### src/rtl/uart_tx_framer.sv
// uart_tx_framer: frames N_WORDS x DATA_W result beats into
// HEADER + payload + CRC-8 byte streams for the uart_tx serialiser.
// Echo commands (E1/E2) produce HEADER + cmd + CRC frames instead.
module uart_tx_framer #(
    parameter int unsigned DATA_W   = 48,
    parameter int unsigned N_WORDS  = 2,
    parameter logic [7:0]  HEADER   = 8'h5A,
    parameter logic [7:0]  CRC_POLY = 8'h9B,
    parameter logic [7:0]  CRC_INIT = 8'h00
) (
    input  logic                        i_clk,
    input  logic                        i_rst_n,
    input  logic [7:0]                  i_cmd,
    input  logic                        i_cmd_valid,
    input  logic [7:0]                  i_burst_cnt,
    input  logic                        i_abort,
    input  logic [N_WORDS*DATA_W-1:0]   i_data,
    input  logic                        i_data_valid,
    output logic                        o_data_ready,
    output logic [7:0]                  o_tx_byte,
    output logic                        o_tx_valid,
    input  logic                        i_tx_ready,
    output logic                        o_busy,
    output logic                        o_err
);

    localparam int unsigned BEAT_W = N_WORDS * DATA_W;
    localparam int unsigned NB     = BEAT_W / 8;
    localparam int unsigned IDX_W  = (NB > 1) ? $clog2(NB) : 1;

    localparam logic [7:0] CMD_SINGLE  = 8'hD1;
    localparam logic [7:0] CMD_BURST   = 8'hD2;
    localparam logic [7:0] CMD_DISABLE = 8'hE1;
    localparam logic [7:0] CMD_ENABLE  = 8'hE2;

    typedef enum logic [2:0] {
        S_IDLE,
        S_WAIT_DATA,
        S_HDR,
        S_PAYLOAD,
        S_ECHO,
        S_CRC
    } state_t;

    typedef enum logic [1:0] {
        MODE_DATA,
        MODE_ECHO,
        MODE_EMPTY
    } mode_t;

    state_t            state_q, state_d;
    mode_t             mode_q;
    logic [7:0]        rem_q;
    logic [7:0]        cmd_q;
    logic [7:0]        crc_q;
    logic [IDX_W-1:0]  idx_q;
    logic [BEAT_W-1:0] beat_q;
    logic              hdr_sent_q;
    logic              err_q;
    logic [7:0]        payload_byte;
    logic [7:0]        tx_byte;
    logic              accept;
    logic              last_byte;

    // One MSB-first CRC-8 update over a whole byte, no reflection.
    function automatic logic [7:0] crc_fold(input logic [7:0] crc, input logic [7:0] data);
        logic [7:0] c;
        c = crc ^ data;
        for (int i = 0; i < 8; i++) begin
            c = c[7] ? ((c << 1) ^ CRC_POLY) : (c << 1);
        end
        return c;
    endfunction

    assign last_byte    = (idx_q == IDX_W'(NB - 1));
    assign accept       = o_tx_valid && i_tx_ready;
    assign o_tx_byte    = tx_byte;
    assign o_busy       = (state_q != S_IDLE);
    assign o_err        = err_q;

    // Select the current payload byte: word0 first, each word LSByte first,
    // which is simply the beat read out byte by byte from bit 0 upwards.
    always_comb begin
        payload_byte = 8'h00;
        for (int b = 0; b < NB; b++) begin
            if (idx_q == IDX_W'(b)) begin
                payload_byte = beat_q[b*8 +: 8];
            end
        end
    end

    // Frame sequencing: next state plus the byte/handshake outputs.
    always_comb begin
        state_d      = state_q;
        o_tx_valid   = 1'b0;
        o_data_ready = 1'b0;
        tx_byte      = 8'h00;
        case (state_q)
            S_IDLE: begin
                if (i_cmd_valid) begin
                    case (i_cmd)
                        CMD_SINGLE:               state_d = S_WAIT_DATA;
                        CMD_BURST:                state_d = (i_burst_cnt == 8'd0) ? S_HDR : S_WAIT_DATA;
                        CMD_DISABLE, CMD_ENABLE:  state_d = S_HDR;
                        default:                  state_d = S_IDLE;
                    endcase
                end
            end
            S_WAIT_DATA: begin
                o_data_ready = 1'b1;
                if (i_data_valid) begin
                    state_d = hdr_sent_q ? S_PAYLOAD : S_HDR;
                end
            end
            S_HDR: begin
                o_tx_valid = 1'b1;
                tx_byte    = HEADER;
                if (i_tx_ready) begin
                    case (mode_q)
                        MODE_ECHO:  state_d = S_ECHO;
                        MODE_EMPTY: state_d = S_CRC;
                        default:    state_d = S_PAYLOAD;
                    endcase
                end
            end
            S_PAYLOAD: begin
                o_tx_valid = 1'b1;
                tx_byte    = payload_byte;
                if (i_tx_ready && last_byte) begin
                    state_d = (rem_q != 8'd0) ? S_WAIT_DATA : S_CRC;
                end
            end
            S_ECHO: begin
                o_tx_valid = 1'b1;
                tx_byte    = cmd_q;
                if (i_tx_ready) begin
                    state_d = S_CRC;
                end
            end
            S_CRC: begin
                o_tx_valid = 1'b1;
                tx_byte    = crc_q;
                if (i_tx_ready) begin
                    state_d = S_IDLE;
                end
            end
            default: state_d = S_IDLE;
        endcase
        if (i_abort) begin
            state_d = S_IDLE;
        end
    end

    // State register.
    always_ff @(posedge i_clk or negedge i_rst_n) begin
        if (!i_rst_n) begin
            state_q <= S_IDLE;
        end else begin
            state_q <= state_d;
        end
    end

    // Frame context: command decode, beat capture, byte counter, running CRC, error pulse.
    always_ff @(posedge i_clk or negedge i_rst_n) begin
        if (!i_rst_n) begin
            mode_q     <= MODE_DATA;
            rem_q      <= 8'd0;
            cmd_q      <= 8'd0;
            crc_q      <= CRC_INIT;
            idx_q      <= '0;
            beat_q     <= '0;
            hdr_sent_q <= 1'b0;
            err_q      <= 1'b0;
        end else if (i_abort) begin
            rem_q      <= 8'd0;
            crc_q      <= CRC_INIT;
            idx_q      <= '0;
            hdr_sent_q <= 1'b0;
            err_q      <= 1'b0;
        end else begin
            err_q <= 1'b0;
            if (i_cmd_valid) begin
                if (state_q != S_IDLE) begin
                    err_q <= 1'b1;
                end else begin
                    hdr_sent_q <= 1'b0;
                    idx_q      <= '0;
                    case (i_cmd)
                        CMD_SINGLE: begin
                            rem_q  <= 8'd1;
                            mode_q <= MODE_DATA;
                        end
                        CMD_BURST: begin
                            rem_q  <= i_burst_cnt;
                            mode_q <= (i_burst_cnt == 8'd0) ? MODE_EMPTY : MODE_DATA;
                        end
                        CMD_DISABLE, CMD_ENABLE: begin
                            cmd_q  <= i_cmd;
                            mode_q <= MODE_ECHO;
                        end
                        default: err_q <= 1'b1;
                    endcase
                end
            end
            if ((state_q == S_WAIT_DATA) && i_data_valid) begin
                beat_q <= i_data;
                rem_q  <= rem_q - 8'd1;
            end
            if (accept) begin
                if (state_q == S_CRC) begin
                    crc_q      <= CRC_INIT;
                    hdr_sent_q <= 1'b0;
                end else begin
                    crc_q <= crc_fold(crc_q, tx_byte);
                end
                if (state_q == S_HDR) begin
                    hdr_sent_q <= 1'b1;
                end
                if (state_q == S_PAYLOAD) begin
                    idx_q <= last_byte ? '0 : idx_q + IDX_W'(1);
                end
            end
        end
    end

endmodule
### config.mk
export PLATFORM = sky130hd
export DESIGN_NAME = uart_tx_framer
export DESIGN_NICKNAME = d
export VERILOG_FILES = /design/src/rtl/uart_tx_framer.sv
export SDC_FILE = /design/constraint.sdc
export NUM_CORES = 1
export LEC_CHECK = 0
export ABC_AREA = 1
export CORE_ASPECT_RATIO = 0.75
export CORE_MARGIN = 2
export CORE_UTILIZATION = 41
export CTS_CLUSTER_SIZE = 30
export DETAILED_ROUTE_END_ITERATION = 10
export PLACE_DENSITY = 0.64
export SLEW_MARGIN = 25
export SYNTH_ARGS = -nofsm -noshare
export SYNTH_HDL_FRONTEND = slang
export SYNTH_SLANG_ARGS = --single-unit
### constraint.sdc
create_clock -name i_clk -period 3.8 [get_ports i_clk]
set_clock_uncertainty 0.2 [all_clocks]
set_input_delay 0.76 -clock i_clk [delete_from_list [all_inputs] [get_ports i_clk]]
set_output_delay 0.76 -clock i_clk [all_outputs]
set_load 0.02 [all_outputs]
==> results_dict.tcl, run 1 <==
set metrics [dict create \
    worstMarginPinSlew_ns 0.788 \
    via_count 6356 \
    r2r_cells 28 \
    core-area_um2 17600 \
    globalplace.congestion 0.859 \
    syn_inst 881 \
    power_density_nw_per_um2 500 \
    slew_violations 0 \
    finalCritPeriodShare 0.947 \
    diodes 0 \
    grt_pass1_wl_um 31200 \
    synth_area_per_cell_um2 8.34 \
    fin_nets 1149 \
    rsz0062_at_grt "false" \
    critical_path_required_ns 2.84 \
    post-route-util 0.545 \
    ys.flop_type "dfrtp_1" \
    die_h_um 120 \
    p_leak_nw 4.68 \
    relSlewSlack 0.470 \
    synth_edf_count 0 \
    start_kind "register" \
    run_status "finished clean" \
    hold_violations 0 \
    numPortBuffers 129 \
    ios 130 \
    cts_tree "yes" \
    max_freq_ghz 0.278 \
    r2r_setup_slack_ns 0.52 \
    wl_per_cell_um 15.1 \
    grt_max_degree 48 \
    fp.dieArea_um2 19000 \
    grt_usage 0.214 \
    clk_latency_ns 0.42 \
    yosys_warnings 0 \
    rr_endpoint "crc_q[7]$_DFFE_PN0P_" \
    grt_pass1_vias 6077 \
    routed_wl_um 19300 \
    syn-num-nets 1005 \
    hp-class "in -> async" \
    post-route-min-period_ns 3.60 \
    synthesis.area_um2 7350 \
    synthArstFlopShare 1.00 \
    cp_max_fo 15 \
    drive_gt1_frac 0.205 \
    r2r-start "idx_q[0]$_DFF_PN0_" \
    overflow 0 \
    clockBufferDepth 2 \
    cts_root_buf "clkbuf_16" \
    cp-end-kind "output pin" \
    viasPerCell 4.97 \
    peakVddDrop_mv 0.248 \
    critPathKind "reg -> out" \
    cap_violations 0 \
    hpwl_um 14700 \
    final_cell_mix "nand2_1 (214), dfrtp_1 (127), clkdlybuf4s50_1 (120), inv_1 (97), mux2_2 (88)" \
    cts_sinks 131 \
    start_util 0.417 \
    postSynthRegisterBits 131 \
    cts_buffers 17 \
    rows 42 \
    first_iter_violations 477 \
    first_pass_iters 7 \
    final_antenna_net_count 0 \
    antenna_found_initial 0 \
    ys_seq_area_frac 0.446 \
    die_w_um 159 \
    yosys.cell_types.count 43 \
    clkTransAtPathRegs_ns 0.06 \
    area_growth_pct 30.6 \
    totalNegativeSetupSlack_ns 0 \
    worstPathArrival_ns 2.64 \
    mostFrequentLayoutCell "nand2_1" \
    setup_viol 0 \
    drc 0 \
    ctsHoldBuffers 0 \
    h-tree-depth 4 \
]
## final cells by class
class                           count  area (um2)
Clock inverter                     10         101
Clock buffer                       22         454
Multi-Input combinational cell    619        3570
Tap cell                          242         303
Sequential cell                   131        3280
Fill cell                        1660        8010
Timing Repair Buffer              151        1480
Inverter                          105         399
## through the flow
| stage | std cells | hold WS, ns | power (mW) | area (um2) | setup slack (ns) |
|---|---|---|---|---|---|
| final | 1280 | 0.167 | 4.80 | 9590 | 0.203 |
| after global routing | 1280 | 0.212 | 5.08 | 9590 | 0.00526 |
| after CTS | 1280 | 0.190 | 4.82 | 9590 | 0.0129 |
| after detailed placement | 1244 | 0.275 | 3.26 | 8990 | 0.0390 |
| after global placement | 1244 | 0.247 | 3.23 | 8990 | 0.0640 |
| after floorplan | 881 | 0.223 | 2.77 | 7350 | 0.830 |
## worst max-delay path, stage by stage, from the launching register on
cell           delay (ns)
dfrtp_2              0.41
inv_1                0.09
ha_1                 0.21
inv_2                0.17
nor2_2               0.06
buf_4                0.18
nor2_1               0.12
nand2_1              0.07
nand3_1              0.07
nand3_1              0.07
nand3_1              0.09
nand2_1              0.10
nand2_1              0.10
nand2_2              0.08
nand2_2              0.07
dlygate4sd2_1        0.33
## timing repair
| action | 4_1_cts | 5_1_grt |
|---|---|---|
| gates resized for setup | 15 | 18 |
| pin swaps | 2 | 1 |
| endpoints found under the setup margin | 8 | 8 |
| buffers inserted | 4 | 0 |
## sequential cells by signal (all words and copies together) (netlist names)
register / count
state_q: 3
rem_q: 8
hdr_sent_q: 1
cmd_q: 8
crc_q: 8
idx_q: 4
o_err: 1
mode_q: 2
beat_q: 96
## logic make-up after synthesis
group / after synthesis / synth area share
xor+xnor: 2 / 0.00238
fa+ha+maj: 6 / 0.0102
compound gates: 84 / 0.0669
buf+inv: 131 / 0.0731
flops: 131 / 0.446
mux: 88 / 0.135
simple gates: 439 / 0.266
## worst max-delay path by stage
| stage | startpoint | endpoint | slack [ns] | cells past startpoint |
|---|---|---|---|---|
| after floorplan | idx_q[1]$_DFF_PN0_ | crc_q[7]$_DFFE_PN0P_ | 0.83 | 27 |
| after global placement | idx_q[3]$_DFF_PN0_ | o_tx_byte[3] | 0.06 | 13 |
| after detailed placement | idx_q[3]$_DFF_PN0_ | o_tx_byte[3] | 0.04 | 13 |
| after CTS | idx_q[0]$_DFF_PN0_ | o_tx_byte[3] | 0.01 | 16 |
| after global routing | idx_q[1]$_DFF_PN0_ | o_tx_byte[5] | 0.005 | 15 |
| final | idx_q[1]$_DFF_PN0_ | o_tx_byte[5] | 0.20 | 15 |
## layer usage
| layer | track usage | share of wire |
|---|---|---|
| met3 | 0.0488 | 0.062 |
| met4 | 0.0450 | 0.011 |
| met2 | 0.301 | 0.42 |
| met5 | 0 | 0 |
| met1 | 0.333 | 0.51 |
## cells in the mapped netlist, types with 2 or more instances
library cell / n / area, um2
a21oi_1: 18 / 90.1
a221oi_1: 4 / 35.0
buf_1: 4 / 15.0
buf_2: 5 / 25.0
buf_4: 2 / 15.0
buf_6: 2 / 22.5
clkbuf_1: 12 / 45.0
dfrtp_1: 131 / 3280
ha_1: 6 / 75.1
inv_1: 100 / 375
inv_2: 4 / 15.0
mux2_2: 88 / 991
nand2_1: 215 / 807
nand2_2: 34 / 213
nand2_4: 2 / 22.5
nand3_1: 72 / 360
nand3_2: 2 / 20.0
nand3b_1: 4 / 30.0
nand4_1: 11 / 68.8
nor2_1: 76 / 285
nor2_2: 3 / 18.8
nor3_1: 7 / 35.0
nor4_1: 3 / 18.8
o211ai_1: 3 / 22.5
o21ai_0: 37 / 185
o21ai_1: 2 / 10.0
o21ai_2: 2 / 17.5
o22ai_1: 8 / 50.1
o311ai_0: 2 / 17.5
or2_2: 8 / 50.1
xor2_1: 2 / 17.5
## power breakdown
group          switching, mW  leakage, nW  total (mW)  internal, mW
logic                  0.473         2.75        1.05         0.578
clock network          0.629        0.261        1.55         0.922
registers              0.312         1.67        2.19          1.88
total                   1.42         4.68        4.80          3.38
(Power assumes the default switching activity.)
==> inputs of run 2 (changes only) <==
--- a/config.mk
+++ b/config.mk
@@ -8,10 +8,10 @@
 export ABC_AREA = 1
 export CORE_ASPECT_RATIO = 0.75
 export CORE_MARGIN = 2
-export CORE_UTILIZATION = 41
+export CORE_UTILIZATION = 54
 export CTS_CLUSTER_SIZE = 30
 export DETAILED_ROUTE_END_ITERATION = 10
-export PLACE_DENSITY = 0.64
+export PLACE_DENSITY = 0.86
 export SLEW_MARGIN = 25
 export SYNTH_ARGS = -nofsm -noshare
 export SYNTH_HDL_FRONTEND = slang
==> run 2 against run 1 <==
  * Count of clock-buffer cells in the layout down 3
  * Largest cell class unchanged
  * Critical endpoint is now o_tx_byte[7]
  * Non-clock buffer count fell by 6
  * First-iteration DRC count up 19%
==> results_dict.tcl, run 2 (synthesis gave the netlist of run 1 again) <==
set metrics [dict create \
    total_power_mw 4.78 \
    globalplace.congestion 0.896 \
    relSlewSlack 0.478 \
    cp_common_cell "nand2_1" \
    hold_violations 0 \
    run_status "finished clean" \
    diodes 0 \
    fillers 967 \
    seqCellArea_um2 3280 \
    cap_violations 0 \
    cp-startpoint "idx_q[0]$_DFF_PN0_" \
    mostFrequentLayoutCell "nand2_1" \
    switchingPower_mw 1.44 \
    final_cell_mix "nand2_1 (214), dfrtp_1 (128), clkdlybuf4s50_1 (120), inv_1 (97), mux2_2 (88)" \
    finalCritPeriodShare 0.964 \
    die_w_um 139 \
    via_count 6635 \
    rows 36 \
    setup_viol 0 \
    core-area_um2 13200 \
    grt_usage 0.273 \
    clkPwrFrac 0.318 \
    power_density_nw_per_um2 505 \
    cp_max_fo 9 \
    drive_gt1_frac 0.200 \
    clockBufferDepth 2 \
    worstMarginPinSlew_ns 0.777 \
    start_util 0.559 \
    p_leak_nw 4.67 \
    die_h_um 105 \
    p_seq_frac 0.457 \
    start_kind "register" \
    max_freq_ghz 0.273 \
    clkTransAtPathRegs_ns 0.06 \
    regMostFlops "beat_q" \
    numPortBuffers 129 \
    cts_buffers 17 \
    post-route-min-period_ns 3.66 \
    rr_endpoint "crc_q[0]$_DFFE_PN0P_" \
    grt_max_degree 71 \
    area_growth_pct 28.7 \
    fin_nets 1143 \
    r2r_setup_slack_ns 0.50 \
    r2r-start "idx_q[0]$_DFF_PN0_" \
    totalNegativeSetupSlack_ns 0 \
    routed_wl_um 19400 \
    largest_reg_flops 96 \
    antenna_found_initial 0 \
    cpPeakStageDelay_ns 0.45 \
    grt_pass1_wl_um 31400 \
    peakVddDrop_mv 0.376 \
    grt_pass1_vias 6294 \
    viasPerCell 5.52 \
    cts_tree "yes" \
    critical_path_required_ns 2.84 \
    cp-endpoint "o_tx_byte[7]" \
    power.switching_fraction 0.302 \
    clk_latency_ns 0.42 \
    crit_path_top_delay_cell "dfrtp_2" \
    critPathKind "reg -> out" \
    p_int_mw 3.34 \
    first_pass_iters 7 \
    first_iter_violations 570 \
    h-tree-depth 4 \
    worstPathArrival_ns 2.70 \
    path_depth 16 \
    final_antenna_net_count 0 \
    hp-class "in -> async" \
    r2r_cells 23 \
    fp.dieArea_um2 14600 \
    ios 130 \
    crit_family "simple AND/OR/NAND/NOR gates" \
    combinationalPowerShare 0.225 \
    cts_sinks 131 \
    worstPathCellList "inv_2 -> ha_1 -> buf_4 -> nand4_1 -> nand3_1 -> nand2_1 -> nand2_1 -> nand2_1 -> nand3_1 -> nand3_1 -> nand3_1 -> nand2_1 -> nand2_1 -> nand2_2 -> nand2_2 -> dlygate4sd2_1" \
    multi_input_area_um2 3580 \
    cp-end-kind "output pin" \
    overflow 0 \
    hpwl_um 14100 \
    slew_violations 0 \
    cts_root_buf "clkbuf_16" \
    wl_per_cell_um 16.1 \
    drc 0 \
    rsz0062_at_grt "true" \
    cp.buffers_inverters 3 \
]
run 2: area by class of cell:
type | instances | share of cell area
timing repair buffer | 145 | 0.152
sequential | 131 | 0.347
inverter | 105 | 0.0422
clock buffer | 19 | 0.0479
tap | 171 | 0.0226
multi-input combinational | 619 | 0.378
clock inverter | 13 | 0.0105
run 2: worst reg2reg max path, stage by stage, from the launching register on:
cell	delay [ns]
dfrtp_2	0.45
inv_2	0.11
ha_4	0.18
inv_1	0.07
nor2_1	0.15
inv_2	0.13
or2_2	0.30
nand3_1	0.10
nand3_1	0.11
nand2_1	0.09
nand2_1	0.07
nand2_2	0.10
nand2_2	0.08
nand2_1	0.07
nand2_2	0.10
nand2_1	0.08
nand3_1	0.09
nand2_2	0.12
nand3_1	0.13
nand2_1	0.11
nand2_2	0.07
nand2_2	0.09
nand2_1	0.11
o21ai_1	0.13
run 2: power by group through the flow:
stage                     Sequential (mW)  Clock, mW  Combinational (mW)
after global routing                 2.23       1.59                1.18
after global placement               2.17          0                1.01
final                                2.18       1.52                1.08
after floorplan                      2.06          0               0.713
after CTS                            2.18       1.53                1.07
after detailed placement             2.19          0                1.05
run 2: worst min path at each step:
stage,endpoint,start,slack [ns]
floorplan,cmd_q[5]$_DFFE_PN0P_,cmd_q[5]$_DFFE_PN0P_,0.22
global placement,cmd_q[7]$_DFFE_PN0P_,cmd_q[7]$_DFFE_PN0P_,0.24
detailed placement,cmd_q[7]$_DFFE_PN0P_,cmd_q[7]$_DFFE_PN0P_,0.24
CTS,state_q[0]$_DFFE_PN0P_,i_rst_n,0.20
global route,state_q[0]$_DFFE_PN0P_,i_rst_n,0.23
finish,state_q[0]$_DFFE_PN0P_,i_rst_n,0.18
run 2: repair_timing:
item                                    CTS  global route
gates resized for setup                  15            14
endpoints found under the setup margin    8             8
gates cloned                              0             0
setup buffers                             0             2
pin swaps                                 1             1
endpoints found under the hold margin     0             0
hold buffers                              0             0
run 2: metrics by stage:
stage               utilization  cell area (um2)  instances  hold WS (ns)  setup WS, ns
floorplan                     -             7350        881         0.223         0.830
global placement          0.674             8860       1169         0.238         0.213
detailed placement        0.674             8860       1169         0.242         0.174
CTS                       0.717             9430       1201         0.199        0.0110
global route              0.719             9460       1203         0.228       -0.0346
finish                    0.719             9460       1203         0.178         0.139
run 2: metal layers:
metal,vias up,share of wire,track usage
met5,-,0,0
met4,0,0.024,0.0916
met1,3148,0.45,0.387
li1,3151,-,-
met3,43,0.082,0.0651
met2,293,0.44,0.413
==> inputs of run 3 (changes only) <==
--- a/config.mk
+++ b/config.mk
@@ -8,10 +8,10 @@
 export ABC_AREA = 1
 export CORE_ASPECT_RATIO = 0.75
 export CORE_MARGIN = 2
-export CORE_UTILIZATION = 54
+export CORE_UTILIZATION = 40
 export CTS_CLUSTER_SIZE = 30
 export DETAILED_ROUTE_END_ITERATION = 10
-export PLACE_DENSITY = 0.86
+export PLACE_DENSITY = 0.67
 export SLEW_MARGIN = 25
 export SYNTH_ARGS = -nofsm -noshare
 export SYNTH_HDL_FRONTEND = slang
==> run 3 against run 2 <==
  * Sequential power is essentially flat
  * Critical path depth is the same
  * Register-to-register slack lost 0.05 ns
  * Highest routed layer unchanged
  * Fmax shrank 0.43%
  * Wire length grew 0.68%
  * Critical endpoint is now o_tx_byte[3]
  * Sequential share of layout area shrank 0.17 points
  * Global-route usage shrank 6.4 points
==> results_dict.tcl, run 3 (synthesis gave the netlist of run 1 again) <==
set metrics [dict create \
    fillers 1641 \
    first_iter_violations 524 \
    max_freq_ghz 0.272 \
    drive_gt1_frac 0.204 \
    relSlewSlack 0.486 \
    cp.buffers_inverters 3 \
    setup_viol 0 \
    hp-class "in -> async" \
    worstPathCellList "inv_1 -> ha_1 -> buf_4 -> nand4_1 -> nand3_1 -> o211ai_1 -> nand3_1 -> nand2_1 -> nand2_1 -> nand2_1 -> nand3b_1 -> nand2_2 -> nand2_1 -> nand2_1 -> nand2_1 -> buf_2" \
    cp_max_fo 9 \
    r2r-start "idx_q[0]$_DFF_PN0_" \
    p_leak_nw 4.64 \
    grt_pass1_vias 5960 \
    antenna_found_initial 0 \
    grt_pass1_wl_um 31400 \
    cp_common_cell "nand2_1" \
    largest_reg_flops 96 \
    clockBufferDepth 2 \
    run_status "finished clean" \
    ios 130 \
    cp-startpoint "idx_q[0]$_DFF_PN0_" \
    worstMarginPinSlew_ns 0.765 \
    cts_buffers 17 \
    final_cell_mix "nand2_1 (213), dfrtp_1 (129), clkdlybuf4s50_1 (120), inv_1 (98), mux2_2 (88)" \
    wl_per_cell_um 15.3 \
    via_count 6350 \
    total_power_mw 4.74 \
    crit_path_top_delay_cell "dfrtp_2" \
    cts_sinks 131 \
    final_cell_area_um2 9500 \
    critPathKind "reg -> out" \
    r2r_cells 27 \
    critical_path_required_ns 2.84 \
    placed_cells 1242 \
    clk_latency_ns 0.42 \
    die_h_um 121 \
    finalCritPeriodShare 0.968 \
    worstPathArrival_ns 2.72 \
    start_util 0.412 \
    multi_input_area_um2 3580 \
    r2r_setup_slack_ns 0.45 \
    first_pass_iters 5 \
    cts_tree "yes" \
    drc 0 \
    instances_no_fill 1272 \
    crit_family "simple AND/OR/NAND/NOR gates" \
    postCtsSetupRepairBufs 0 \
    cap_violations 0 \
    ctsHoldBuffers 0 \
    finalHoldWorstSlack_ns 0.0669 \
    peakVddDrop_mv 0.234 \
    post-route-min-period_ns 3.68 \
    rsz0062_at_grt "true" \
    cpPeakStageDelay_ns 0.41 \
    h-tree-depth 4 \
    mostFrequentLayoutCell "nand2_1" \
    die_w_um 160 \
    grt_max_degree 72 \
    overflow 0 \
    numPortBuffers 129 \
    hpwl_um 14500 \
    core-area_um2 17800 \
    final_antenna_net_count 0 \
    viasPerCell 4.99 \
    seqCellArea_um2 3280 \
    area_growth_pct 29.3 \
    diodes 0 \
    clkTransAtPathRegs_ns 0.06 \
    setup_ws_ns 0.123 \
    hold_violations 0 \
    fp.dieArea_um2 19500 \
    power_density_nw_per_um2 499 \
    grt_usage 0.208 \
    slew_violations 0 \
    globalplace.congestion 0.875 \
    regMostFlops "beat_q" \
    rr_endpoint "crc_q[0]$_DFFE_PN0P_" \
    cp-end-kind "output pin" \
    dp_slack_ns 0.0809 \
    rows 42 \
    place_area_um2 8970 \
    start_kind "register" \
    fin_nets 1143 \
    routed_wl_um 19500 \
    cts_root_buf "clkbuf_16" \
]
-- run 3: cell count changes in the layout (fill, tap and decap cells not counted), sizes merged --
cell and change:
buf +1, clkbuf +5, clkdlybuf4s15 -1, dlygate4sd2 -5, inv -2
-- run 3: cell type report --
class / instances / share of cell area
flip-flops and latches: 131 / 0.345
clock buffers: 19 / 0.0477
repair buffers: 145 / 0.148
inverters: 105 / 0.0420
well taps: 242 / 0.0319
multi-input cells: 619 / 0.377
clock inverters: 11 / 0.00856
-- run 3: through the flow --
stage / TNS, ns / utilization
floorplan: 0 / -
global placement: 0 / 0.503
detailed placement: 0 / 0.503
CTS: 0 / 0.534
global route: -0.0843 / 0.533
finish: 0 / 0.533
-- run 3: worst max path at each step --
| stage | end | slack, ns | cells after the start |
|---|---|---|---|
| after floorplan | crc_q[7]$_DFFE_PN0P_ | 0.83 | 27 |
| after global placement | o_tx_byte[3] | 0.14 | 14 |
| after detailed placement | o_tx_byte[3] | 0.08 | 14 |
| after CTS | o_tx_byte[3] | 0.0002 | 14 |
| after global routing | o_tx_byte[3] | -0.08 | 16 |
| final | o_tx_byte[3] | 0.12 | 16 |
-- run 3: repair_timing --
action,CTS,global route
hold endpoints to repair,0,0
setup endpoints to repair,8,8
pin swaps,1,1
resized for setup,17,21
-- run 3: where the power goes --
group / switching (mW) / total, mW / internal, mW / leakage [nW]
sequential: 0.307 / 2.19 / 1.88 / 1.68
clock: 0.639 / 1.50 / 0.864 / 0.258
combinational: 0.470 / 1.05 / 0.577 / 2.71
total: 1.42 / 4.74 / 3.32 / 4.64
-- run 3: metal layers --
metal / up-vias / routed length (um) / track usage
met4: 0 / 135 / 0.0445
li1: 3157 / - / -
met1: 2998 / 9990 / 0.321
met5: - / 0 / 0
met3: 9 / 1210 / 0.0465
met2: 186 / 8140 / 0.296
-- run 3: worst register-to-register path: stages, from the launching register on --
cell	delay (ns)
dfrtp_2	0.44
inv_1	0.16
ha_4	0.19
nand2_4	0.12
o21ai_0	0.19
inv_1	0.05
nand2_1	0.13
nand2_1	0.07
nand2_1	0.06
nand3_1	0.07
nand3_1	0.08
nand3_1	0.08
nand2_1	0.12
nand2_1	0.10
nand2_2	0.10
nand2_2	0.07
nand2_1	0.08
nand2_1	0.09
nand2_1	0.08
nand2_1	0.07
nand2_1	0.12
nand2_1	0.08
nand2_1	0.06
nand2_1	0.06
nand2_2	0.08
nand2_2	0.07
nand2_1	0.12
o21ai_1	0.09
